===== src/rtl/i2c_pkg.sv =====
// ---------------------------------------------------------------------------
// i2c_pkg
// Shared definitions for the I2C EEPROM responder and its line conditioner.
//   i2c_state_e   : responder FSM state encoding (also exported for debug)
//   I2C_ACK/NACK  : SDA level of an acknowledge / not-acknowledge bit
//   BITS_PER_BYTE : data bits clocked before each acknowledge slot
// ---------------------------------------------------------------------------
package i2c_pkg;

  typedef enum logic [3:0] {
    ST_IDLE,
    ST_DEV_ADDR,
    ST_DEV_ACK,
    ST_WORD_ADDR,
    ST_WADDR_ACK,
    ST_WR_DATA,
    ST_WR_ACK,
    ST_RD_DATA,
    ST_RD_ACK,
    ST_WAIT_STOP
  } i2c_state_e;

  localparam logic I2C_ACK  = 1'b0;
  localparam logic I2C_NACK = 1'b1;

  localparam logic [3:0] BITS_PER_BYTE = 4'd8;

endpackage


===== src/rtl/i2c_line_sync.sv =====
// ---------------------------------------------------------------------------
// i2c_line_sync
// Brings the asynchronous SCL/SDA pad levels into the clk domain and decodes
// bus events. Events are combinational from registered levels, so the FSM
// acts on them three clk edges after the pin changed.
//   clk, rst     : system clock, synchronous active-high reset
//   scl_i, sda_i : raw pad levels
//   scl_rise_o   : synchronized SCL rising edge (one clk)
//   scl_fall_o   : synchronized SCL falling edge (one clk)
//   start_det_o  : SDA fell while SCL was high
//   stop_det_o   : SDA rose while SCL was high
//   sda_s_o      : synchronized SDA level
// ---------------------------------------------------------------------------
module i2c_line_sync (
  input  logic clk,
  input  logic rst,
  input  logic scl_i,
  input  logic sda_i,
  output logic scl_rise_o,
  output logic scl_fall_o,
  output logic start_det_o,
  output logic stop_det_o,
  output logic sda_s_o
);

  logic [1:0] scl_sync_q;
  logic [1:0] sda_sync_q;
  logic       scl_prev_q;
  logic       sda_prev_q;
  logic       scl_s;

  // Reset to the idle-bus level (both high) so leaving reset never looks
  // like a bus edge.
  always_ff @(posedge clk) begin
    if (rst) begin
      scl_sync_q <= 2'b11;
      sda_sync_q <= 2'b11;
      scl_prev_q <= 1'b1;
      sda_prev_q <= 1'b1;
    end else begin
      scl_sync_q <= {scl_sync_q[0], scl_i};
      sda_sync_q <= {sda_sync_q[0], sda_i};
      scl_prev_q <= scl_sync_q[1];
      sda_prev_q <= sda_sync_q[1];
    end
  end

  assign scl_s   = scl_sync_q[1];
  assign sda_s_o = sda_sync_q[1];

  assign scl_rise_o = scl_s & ~scl_prev_q;
  assign scl_fall_o = ~scl_s & scl_prev_q;

  // SCL must be high in both the previous and current cycle: an SDA edge
  // that coincides with an SCL edge is ordinary data, not START/STOP.
  assign start_det_o = scl_prev_q & scl_s & sda_prev_q & ~sda_s_o;
  assign stop_det_o  = scl_prev_q & scl_s & ~sda_prev_q & sda_s_o;

endmodule


===== src/rtl/i2c_eeprom_slave.sv =====
// ---------------------------------------------------------------------------
// i2c_eeprom_slave
// I2C responder emulating a 24Cxx EEPROM with a one-byte word address:
// byte/page write, current-address read, random read and sequential read.
// SDA is driven open-drain through sda_oe.
//   clk, rst   : system clock (>= 8x SCL), synchronous active-high reset
//   scl_i      : SCL pad level
//   sda_i      : SDA pad level
//   sda_oe     : 1 = pull SDA low, 0 = release
//   wr_strobe  : one-clk pulse per committed byte, with wr_addr / wr_data
//   busy       : addressed and inside a transfer
//   dbg_state  : current FSM state
//
// Handshake: the I2C bus has no valid/ready pair; a byte transfer is eight
// bits sampled on SCL rise, then an acknowledge slot driven from the SCL fall
// after bit 8 until the SCL fall after the 9th clock. wr_strobe is a
// fire-and-forget pulse; the consumer must accept it in that cycle.
// ---------------------------------------------------------------------------
module i2c_eeprom_slave
  import i2c_pkg::*;
#(
  parameter logic [6:0] DEV_ADDR  = 7'h50,
  parameter int         MEM_DEPTH = 256,
  parameter int         AW        = 8
) (
  input  logic          clk,
  input  logic          rst,
  input  logic          scl_i,
  input  logic          sda_i,
  output logic          sda_oe,
  output logic          wr_strobe,
  output logic [AW-1:0] wr_addr,
  output logic [7:0]    wr_data,
  output logic          busy,
  output i2c_state_e    dbg_state
);

  logic scl_rise, scl_fall, start_det, stop_det, sda_s;

  i2c_line_sync u_sync (
    .clk         (clk),
    .rst         (rst),
    .scl_i       (scl_i),
    .sda_i       (sda_i),
    .scl_rise_o  (scl_rise),
    .scl_fall_o  (scl_fall),
    .start_det_o (start_det),
    .stop_det_o  (stop_det),
    .sda_s_o     (sda_s)
  );

  i2c_state_e    state_q, state_d;
  logic [3:0]    bit_cnt_q, bit_cnt_d;
  logic [7:0]    shift_q, shift_d;
  logic [AW-1:0] ptr_q, ptr_d;
  logic          sda_oe_q, sda_oe_d;
  logic          busy_q, busy_d;
  logic          wr_strobe_q, wr_strobe_d;
  logic [AW-1:0] wr_addr_q, wr_addr_d;
  logic [7:0]    wr_data_q, wr_data_d;
  logic          mem_we;
  logic          load_rd;

  logic [7:0]    mem_q [MEM_DEPTH];
  logic [7:0]    mem_rdata;

  logic byte_done;
  logic addr_match;

  assign mem_rdata  = mem_q[ptr_q];
  assign byte_done  = scl_fall && (bit_cnt_q == BITS_PER_BYTE);
  assign addr_match = (shift_q[7:1] == DEV_ADDR);

  // State and datapath registers.
  always_ff @(posedge clk) begin
    if (rst) begin
      state_q     <= ST_IDLE;
      bit_cnt_q   <= '0;
      shift_q     <= '0;
      ptr_q       <= '0;
      sda_oe_q    <= 1'b0;
      busy_q      <= 1'b0;
      wr_strobe_q <= 1'b0;
      wr_addr_q   <= '0;
      wr_data_q   <= '0;
    end else begin
      state_q     <= state_d;
      bit_cnt_q   <= bit_cnt_d;
      shift_q     <= shift_d;
      ptr_q       <= ptr_d;
      sda_oe_q    <= sda_oe_d;
      busy_q      <= busy_d;
      wr_strobe_q <= wr_strobe_d;
      wr_addr_q   <= wr_addr_d;
      wr_data_q   <= wr_data_d;
    end
  end

  // Storage is deliberately left out of reset.
  always_ff @(posedge clk) begin
    if (mem_we) begin
      mem_q[ptr_q] <= shift_q;
    end
  end

  // Next-state logic. Bus conditions override everything else.
  always_comb begin
    state_d = state_q;
    if (stop_det) begin
      state_d = ST_IDLE;
    end else if (start_det) begin
      state_d = ST_DEV_ADDR;
    end else begin
      case (state_q)
        ST_DEV_ADDR:  if (byte_done) state_d = addr_match ? ST_DEV_ACK : ST_WAIT_STOP;
        // shift_q still holds the address byte, so bit 0 is R/W.
        ST_DEV_ACK:   if (scl_fall) state_d = shift_q[0] ? ST_RD_DATA : ST_WORD_ADDR;
        ST_WORD_ADDR: if (byte_done) state_d = ST_WADDR_ACK;
        ST_WADDR_ACK: if (scl_fall) state_d = ST_WR_DATA;
        ST_WR_DATA:   if (byte_done) state_d = ST_WR_ACK;
        ST_WR_ACK:    if (scl_fall) state_d = ST_WR_DATA;
        ST_RD_DATA:   if (scl_fall && (bit_cnt_q == 4'd7)) state_d = ST_RD_ACK;
        ST_RD_ACK: begin
          if (scl_rise && (sda_s == I2C_NACK)) state_d = ST_WAIT_STOP;
          else if (scl_fall)                   state_d = ST_RD_DATA;
        end
        default: state_d = state_q;
      endcase
    end
  end

  // Datapath / output logic.
  always_comb begin
    bit_cnt_d   = bit_cnt_q;
    shift_d     = shift_q;
    ptr_d       = ptr_q;
    sda_oe_d    = sda_oe_q;
    busy_d      = busy_q;
    wr_strobe_d = 1'b0;
    wr_addr_d   = wr_addr_q;
    wr_data_d   = wr_data_q;
    mem_we      = 1'b0;
    load_rd     = 1'b0;

    if (stop_det || start_det) begin
      // Either condition ends the current transfer; ptr is kept so a
      // repeated START can follow a dummy write (random read).
      sda_oe_d  = 1'b0;
      busy_d    = 1'b0;
      bit_cnt_d = '0;
    end else begin
      case (state_q)
        ST_DEV_ADDR, ST_WORD_ADDR, ST_WR_DATA: begin
          if (scl_rise && (bit_cnt_q != BITS_PER_BYTE)) begin
            shift_d   = {shift_q[6:0], sda_s};
            bit_cnt_d = bit_cnt_q + 4'd1;
          end else if (byte_done) begin
            bit_cnt_d = '0;
            if (state_q == ST_DEV_ADDR) begin
              if (addr_match) begin
                sda_oe_d = 1'b1;
                busy_d   = 1'b1;
              end
            end else if (state_q == ST_WORD_ADDR) begin
              ptr_d    = shift_q[AW-1:0];
              sda_oe_d = 1'b1;
            end else begin
              mem_we      = 1'b1;
              wr_strobe_d = 1'b1;
              wr_addr_d   = ptr_q;
              wr_data_d   = shift_q;
              ptr_d       = ptr_q + 1'b1;
              sda_oe_d    = 1'b1;
            end
          end
        end
        ST_DEV_ACK: begin
          if (scl_fall) begin
            if (shift_q[0]) load_rd  = 1'b1;
            else            sda_oe_d = 1'b0;
          end
        end
        ST_WADDR_ACK, ST_WR_ACK: begin
          if (scl_fall) sda_oe_d = 1'b0;
        end
        ST_RD_DATA: begin
          // shift_q[7] is the bit on the wire; bit_cnt counts bits already
          // presented, and the 8th fall hands the bus to the master's ACK.
          if (scl_fall) begin
            if (bit_cnt_q == 4'd7) begin
              sda_oe_d  = 1'b0;
              bit_cnt_d = '0;
            end else begin
              sda_oe_d  = ~shift_q[6];
              shift_d   = {shift_q[6:0], 1'b0};
              bit_cnt_d = bit_cnt_q + 4'd1;
            end
          end
        end
        ST_RD_ACK: begin
          if (scl_rise && (sda_s == I2C_NACK)) begin
            sda_oe_d = 1'b0;
            busy_d   = 1'b0;
          end else if (scl_fall) begin
            load_rd = 1'b1;
          end
        end
        default: ;
      endcase
    end

    if (load_rd) begin
      shift_d   = mem_rdata;
      ptr_d     = ptr_q + 1'b1;
      sda_oe_d  = ~mem_rdata[7];
      bit_cnt_d = '0;
    end
  end

  assign sda_oe    = sda_oe_q;
  assign busy      = busy_q;
  assign wr_strobe = wr_strobe_q;
  assign wr_addr   = wr_addr_q;
  assign wr_data   = wr_data_q;
  assign dbg_state = state_q;

endmodule


===== config.mk =====
export PLATFORM = sky130hd
export DESIGN_NAME = i2c_eeprom_slave
export DESIGN_NICKNAME = d
export VERILOG_FILES = /design/src/rtl/i2c_pkg.sv /design/src/rtl/i2c_line_sync.sv /design/src/rtl/i2c_eeprom_slave.sv
export SDC_FILE = /design/constraint.sdc
export NUM_CORES = 2
export LEC_CHECK = 0
export CELL_PAD_IN_SITES_DETAIL_PLACEMENT = 0
export CELL_PAD_IN_SITES_GLOBAL_PLACEMENT = 1
export CORE_MARGIN = 2
export CORE_UTILIZATION = 59
export CTS_BUF_LIST = sky130_fd_sc_hd__clkbuf_4
export CTS_CLUSTER_SIZE = 28
export DETAILED_ROUTE_END_ITERATION = 12
export GPL_TIMING_DRIVEN = 0
export MAX_ROUTING_LAYER = met4
export PLACE_DENSITY_LB_ADDON = 0.1
export RECOVER_POWER = 50
export SLEW_MARGIN = 20
export SYNTH_ARGS = -nofsm -noshare
export SYNTH_HDL_FRONTEND = slang
export SYNTH_SLANG_ARGS = --single-unit

===== constraint.sdc =====
create_clock -name clk -period 6.8 [get_ports clk]
set_clock_uncertainty 0.15 [all_clocks]
set_input_delay 1.02 -clock clk [delete_from_list [all_inputs] [get_ports clk]]
set_output_delay 1.02 -clock clk [all_outputs]
set_load 0.005 [all_outputs]

Word level (Yosys, flattened, before mapping)

Memories as Yosys holds them, arrays and structs flattened. A register that Yosys moved wholly into a read port is not among the register bits.
Index checks and enable logic that the tools add are counted.
W data, S select, Z words.

Register bits: 49
Memory bits (writable): 2,048
Input bits: 4
Output and inout port bits: 23
Word-level logic and storage cells: 171
Memories: 1

Memories:

| memory | depth | width | read ports | clocked after memory_dff | write ports | RTL line               | text |
|---|---|---|---|---|---|---|---|
| mem_q  | 256   | 8     | 1          | 1                        | 1           | i2c_eeprom_slave.sv:64 | `logic [7:0] mem_q [MEM_DEPTH];` |

Add/sub/neg operators: 2
Equality and inequality tests: 47
Muxes and demuxes: 63
Bitwise gates (word level): 17
Reduce and logical (&&, ||, !) cells: 27

Operators by type and width:

| operator              | number |
|---|---|
| $mux W8               | 14 |
| $mux W4               | 13 |
| $ne A4 B4 Y1 const B  | 8 |
| $ne A3 B3 Y1 const B  | 10 |
| $mux W1               | 29 |
| $ne A2 B2 Y1 const B  | 14 |
| $pmux W4 S7           | 1 |
| $eq A4 B3 Y1 const B  | 5 |
| $pmux W8 S2           | 1 |
| $reduce_and A8 Y1     | 2 |
| $reduce_bool A7 Y1    | 2 |
| $reduce_and A6 Y1     | 2 |
| $not A1 Y1            | 10 |
| $reduce_and A5 Y1     | 2 |
| $reduce_and A9 Y1     | 1 |
| $reduce_or A3 Y1      | 3 |
| $add A8 B1 Y8 const B | 1 |
| $eq A4 B2 Y1 const B  | 2 |
| $eq A4 B4 Y1 const B  | 2 |
| $pmux W4 S2           | 1 |
| $reduce_bool A2 Y1    | 4 |
| $reduce_bool A8 Y1    | 1 |
| $and A1 B1 Y1         | 7 |
| $eq A7 B7 Y1 const B  | 1 |
| other kinds (14)      | 20 |

Logic depth before layout (Yosys ltp)

Depth after elaboration: 10
Mapped depth: 12
Gate-level depth less buffers: 9

By module

A second synthesis with hierarchy kept.

Cell total of the unflattened synthesis: 3,941
Area, all modules: 81,853.5 um^2

Modules (own cells, without submodules):

| module           | instances | cells an instance | area each (um^2) | seq. area each (um^2) |
|---|---|---|---|---|
| i2c_eeprom_slave | 1         | 3,925             | 81,663.3         | 62,520.0 |
| i2c_line_sync    | 1         | 16                | 190.2            | 120.1 |

Worst setup path after synthesis

OpenSTA, ideal clock, no wires.

Path kind: reg-to-reg
Start point: register shift_q[0]
End point: register shift_q[4]
Arrival: 5,465 ps
Required time: 6,552 ps
Path slack: 1,087 ps
Cell stages (with the launch flop): 8
Path buffers: 1
Clock period less this slack: 5,713 ps
Cell sequence: dfxtp_1 -> nand3b_1 -> a2111oi_0 -> o22ai_1 -> clkbuf_1 -> nor2_1 -> a21oi_1 -> a311oi_1

Cells in the longest elaborated chain, start to end: 6
Elaborated cells on any way between the ends: 11

Ends and longest elaborated chain:

| element                                              | RTL line                | text |
|---|---|---|
| start: declaration                                   | i2c_eeprom_slave.sv:54  | `logic [7:0] shift_q, shift_d;` |
| start signal: assignment                             | i2c_eeprom_slave.sv:89  | `shift_q <= shift_d;` |
| $mux W1 (*)                                          | i2c_eeprom_slave.sv:179 | `if (shift_q[0]) load_rd = 1'b1;` |
| $mux W1 (*)                                          | i2c_eeprom_slave.sv:178 | `if (scl_fall) begin` |
| $pmux W1 S2 (*)                                      | i2c_eeprom_slave.sv:152 | `case (state_q)` |
| $mux W1 (*)                                          | i2c_eeprom_slave.sv:145 | `if (stop_det \|\| start_det) begin` |
| $ne A3 B3 Y1 (no line), or another cell as far along | -                       |  |
| $reduce_and A5 Y1 (no line)                          | -                       |  |

Mark *: on every way between the ends. The rest lies on a longest branch, timed or not.
A chain may end at the register's enable or synchronous reset.

Final worst setup path

Start point: register shift_q[3]
End point: register sda_oe_q, in the netlist sda_oe

Cells in the longest elaborated chain, start to end: 3

Ends and longest elaborated chain:

| element                     | RTL line               | text |
|---|---|---|
| $eq A7 B7 Y1                | i2c_eeprom_slave.sv:72 | `assign addr_match = (shift_q[7:1] == DEV_ADDR);` |
| $ne A5 B5 Y1 (no line)      | -                      |  |
| $reduce_and A9 Y1 (no line) | -                      |  |
| end signal: assignment      | i2c_eeprom_slave.sv:91 | `sda_oe_q <= sda_oe_d;` |
| end: declaration            | i2c_eeprom_slave.sv:56 | `logic sda_oe_q, sda_oe_d;` |

No other way between the ends.

==> flow_summary.yaml <==
grt:
  use_met3_pct: 11.7
  grt_busiest_layer: "met2"
  grt_pass1_vias: 44400
  overflow: 0
  grt_usage_pct: 37.3
  use_met1_pct: 49.7
  grt_max_degree: 96
  antenna_found_initial: 21
  grt_pass1_wl_um: 342000
  grtUsageMet2_pct: 53.5
yosys:
  synth_compound_area_share_pct: 1.90
  ys_seq_elements: 2105
  syn_avg_cell_area_um2: 21.9
  syn_area_um2: 81900
  synth_xor_xnor_area_share_pct: 0.0428
  synthCells: 3743
  yosys_most_used_dff: "edfxtp_1"
  synth_edf_count: 2048
  synth_top_family_by_area: "multiplexers"
  ys_types: 64
  synth_warnings: 0
  synth_fa_ha_area_share_pct: 0.0916
  async_reset_ff_share_pct: 0
  ys_seq_area_share_pct: 76.5
  synthMuxAreaShare_pct: 17.1
  synth_nets: 3753
  synthSimpleGateAreaFrac_pct: 2.74
worst_hold_path:
  holdPathEnd: "u_sync.sda_sync_q[0]$_SDFF_PP1_"
  hp-class: "input pin to register"
  hp-start: "sda_i"
  min_path_cells: 2
sta:
  report.final.slew_viol_count: 1429
  fmax_ghz: 0.177
  setup_tns_ps: 0
  fin_ws_ps: 1150
  tightest_slew_ps: 3580
  relSlewSlack_pct: -139
  finalCritPeriodShare_pct: 83.1
  fin_crit_ps: 5650
  setup_viol: 0
  rsz0062_at_grt: "no"
  hold_violations: 0
drt:
  routed_wl_um: 252000
  drtAntennaViolNets: 0
  drt_iter0_drc: 7843
  wire_per_inst_um: 38.7
  detailroute.via_count: 44800
  first_pass_iters: 8
  drc: 0
  via_per_inst: 6.87
clock_network:
  cts_setup_buffers: 0
  clock_latency_ps: 1320
  htree_levels: 6
  clk_pin_slew_ps: 70
  cts.repair.resized: 0
  clockBufferDepth: 4
  cts_tree: "yes"
  cts-root-buf: "clkbuf_4"
  cts_buffers: 543
  cts_hold_buf: 0
  numClockSinks: 2105
floorplan:
  start_util_pct: 59.5
  die_x_um: 377
  rows: 136
  die-area_um2: 142000
  ios: 27
  fp.coreArea_um2: 138000
  fp.dieH_um: 377
pwr:
  clock_power_share_pct: 42.1
  switching_share_pct: 20.6
  internal_power_uw: 19200
  p_per_area_nw_per_um2: 265
  p_comb_share_pct: 0.1
  pwr-share-seq_pct: 57.8
  leakagePower_uw: 0.0288
  p_switching_uw: 4980
  vdd_drop_max_uv: 210
final_layout:
  nNetsFinal: 4372
  syn_to_final_growth_pct: 11.8
  layout_common_cells: "edfxtp_1 (2048), clkbuf_4 (765), mux4_2 (612)"
  drive_gt1_share_pct: 33.8
  final_common_cell: "edfxtp_1"
  regArea_um2: 62600
  n_fill_cell: 9062
  multi_input_area_um2: 18000
placement:
  place_congestion: 1.04
  numPortBuffers: 26
  dp_slack_ps: 2100
  dp_hpwl_um: 171000
critical_path:
  critPathArrivalTime_ps: 6660
  crit_path_start_kind: "register"
  r2r_slack_ps: 1150
  r2r-end: "sda_oe$_SDFFE_PP0P_"
  crit_type: "register to register"
  r2r-start: "shift_q[3]$_SDFFE_PP0P_"
  crit_fanout: 53
  reg2regPathDepth: 8
  worstSetupEndpointType: "register"
  required_ps: 7810
job:
  cap_viol_max_count: 26
run_status:
  status: "finished with violations"
  violations: "capacitance limit, slew limit"
[through the flow]
step                total power, uW  hold slack [ps]  std cells  util [%]  area (um^2)
CTS                           24300             80.1       6503      66.8        91900
global route                  24900              122       6517      66.5        91500
finish                        24200              174       6523      66.5        91500
detailed placement            14300              249       5610      62.2        85600
floorplan                     14300              239       3743         -        81900
global placement              14300              256       5563      61.3        84400
[final cells by class]
cell class | count | share of cell area, %
tap | 1794 | 2.45
inverter | 10 | 0.0410
sequential | 2105 | 68.4
multi-input combinational | 1407 | 19.6
timing repair buffer | 74 | 1.09
buffer | 221 | 1.46
clock buffer | 765 | 6.27
antenna | 19 | 0.0519
clock inverter | 128 | 0.599
[sequential cells by signal, indices dropped and copies added, names as in the netlist, 2 cells and up, named ones only]
register           count
wr_data                8
shift_q                8
mem_q               2048
u_sync.sda_sync_q      2
bit_cnt_q              4
u_sync.scl_sync_q      2
dbg_state              4
wr_addr                8
ptr_q                  8
[synthesized netlist by cell type, types with 5 or more instances]
library cell / n / area share, %
a21oi_1: 58 / 0.35
a22o_1: 13 / 0.14
a22oi_1: 53 / 0.49
a311oi_1: 9 / 0.096
a31oi_1: 6 / 0.046
a32oi_1: 6 / 0.064
and2_1: 5 / 0.038
and3_1: 9 / 0.069
buf_1: 16 / 0.073
buf_2: 43 / 0.26
buf_4: 18 / 0.16
buf_6: 43 / 0.59
clkbuf_1: 100 / 0.46
dfxtp_1: 57 / 1.4
edfxtp_1: 2048 / 75
ha_1: 6 / 0.092
inv_1: 10 / 0.046
mux2_2: 5 / 0.069
mux2i_1: 20 / 0.24
mux4_2: 612 / 17
nand2_1: 125 / 0.57
nand2b_1: 10 / 0.076
nand3_1: 17 / 0.10
nand4_1: 6 / 0.046
nor2_1: 307 / 1.4
nor2b_1: 23 / 0.18
nor3_1: 6 / 0.037
o211ai_1: 7 / 0.064
o21ai_0: 25 / 0.15
o21ai_1: 6 / 0.037
o22ai_1: 6 / 0.046
o311a_1: 6 / 0.073
o31ai_1: 5 / 0.046
or2_2: 8 / 0.061
[layer usage]
layer / wire (um) / up-vias / part of all wire (%)
met5: 0 / - / 0
met4: 12200 / 0 / 4.8
met3: 34300 / 613 / 14
met2: 116000 / 3571 / 46
met1: 90300 / 23300 / 36
li1: - / 17300 / -
[worst max-delay path by stage]
stage,from,endpoint,cells past startpoint
6_report,shift_q[3]$_SDFFE_PP0P_,sda_oe$_SDFFE_PP0P_,8
5_1_grt,shift_q[4]$_SDFFE_PP0P_,mem_q[143][4]$_DFFE_PP_,2
4_1_cts,u_sync.scl_prev_q$_SDFF_PP1_,mem_q[140][4]$_DFFE_PP_,9
3_5_place_dp,register,shift_q[4]$_SDFFE_PP0P_,11
3_3_place_gp,shift_q[0]$_SDFFE_PP0P_,shift_q[6]$_SDFFE_PP0P_,7
2_1_floorplan,shift_q[0]$_SDFFE_PP0P_,shift_q[4]$_SDFFE_PP0P_,7
[critical path, cell delays in order (launching register included)]
cell and delay [ps]:
dfxtp_1 1390, clkbuf_1 2140, nor4b_1 260, and3_1 410, o21ai_0 210, a31oi_1 110, o21a_1 210, or4_1 410
o211a_1 140
[kinds of logic after synthesis]
kind of cell / Yosys count
XOR/XNOR: 4
buffers and inverters: 231
adder cells (fa/ha/maj): 6
flip-flops: 2105
AND/OR/NAND/NOR: 532
AO/OA/AOI/OAI: 228
multiplexers: 637
[power by group through the flow]
stage / Combinational [uW] / Sequential, uW / Clock, uW
floorplan: 14.1 / 14300 / 0
global route: 29.3 / 14000 / 10900
global placement: 24.5 / 14300 / 0
CTS: 27.7 / 14000 / 10300
finish: 27.3 / 14000 / 10200
detailed placement: 27.5 / 14300 / 0
Power figures use the tool's default switching activity.
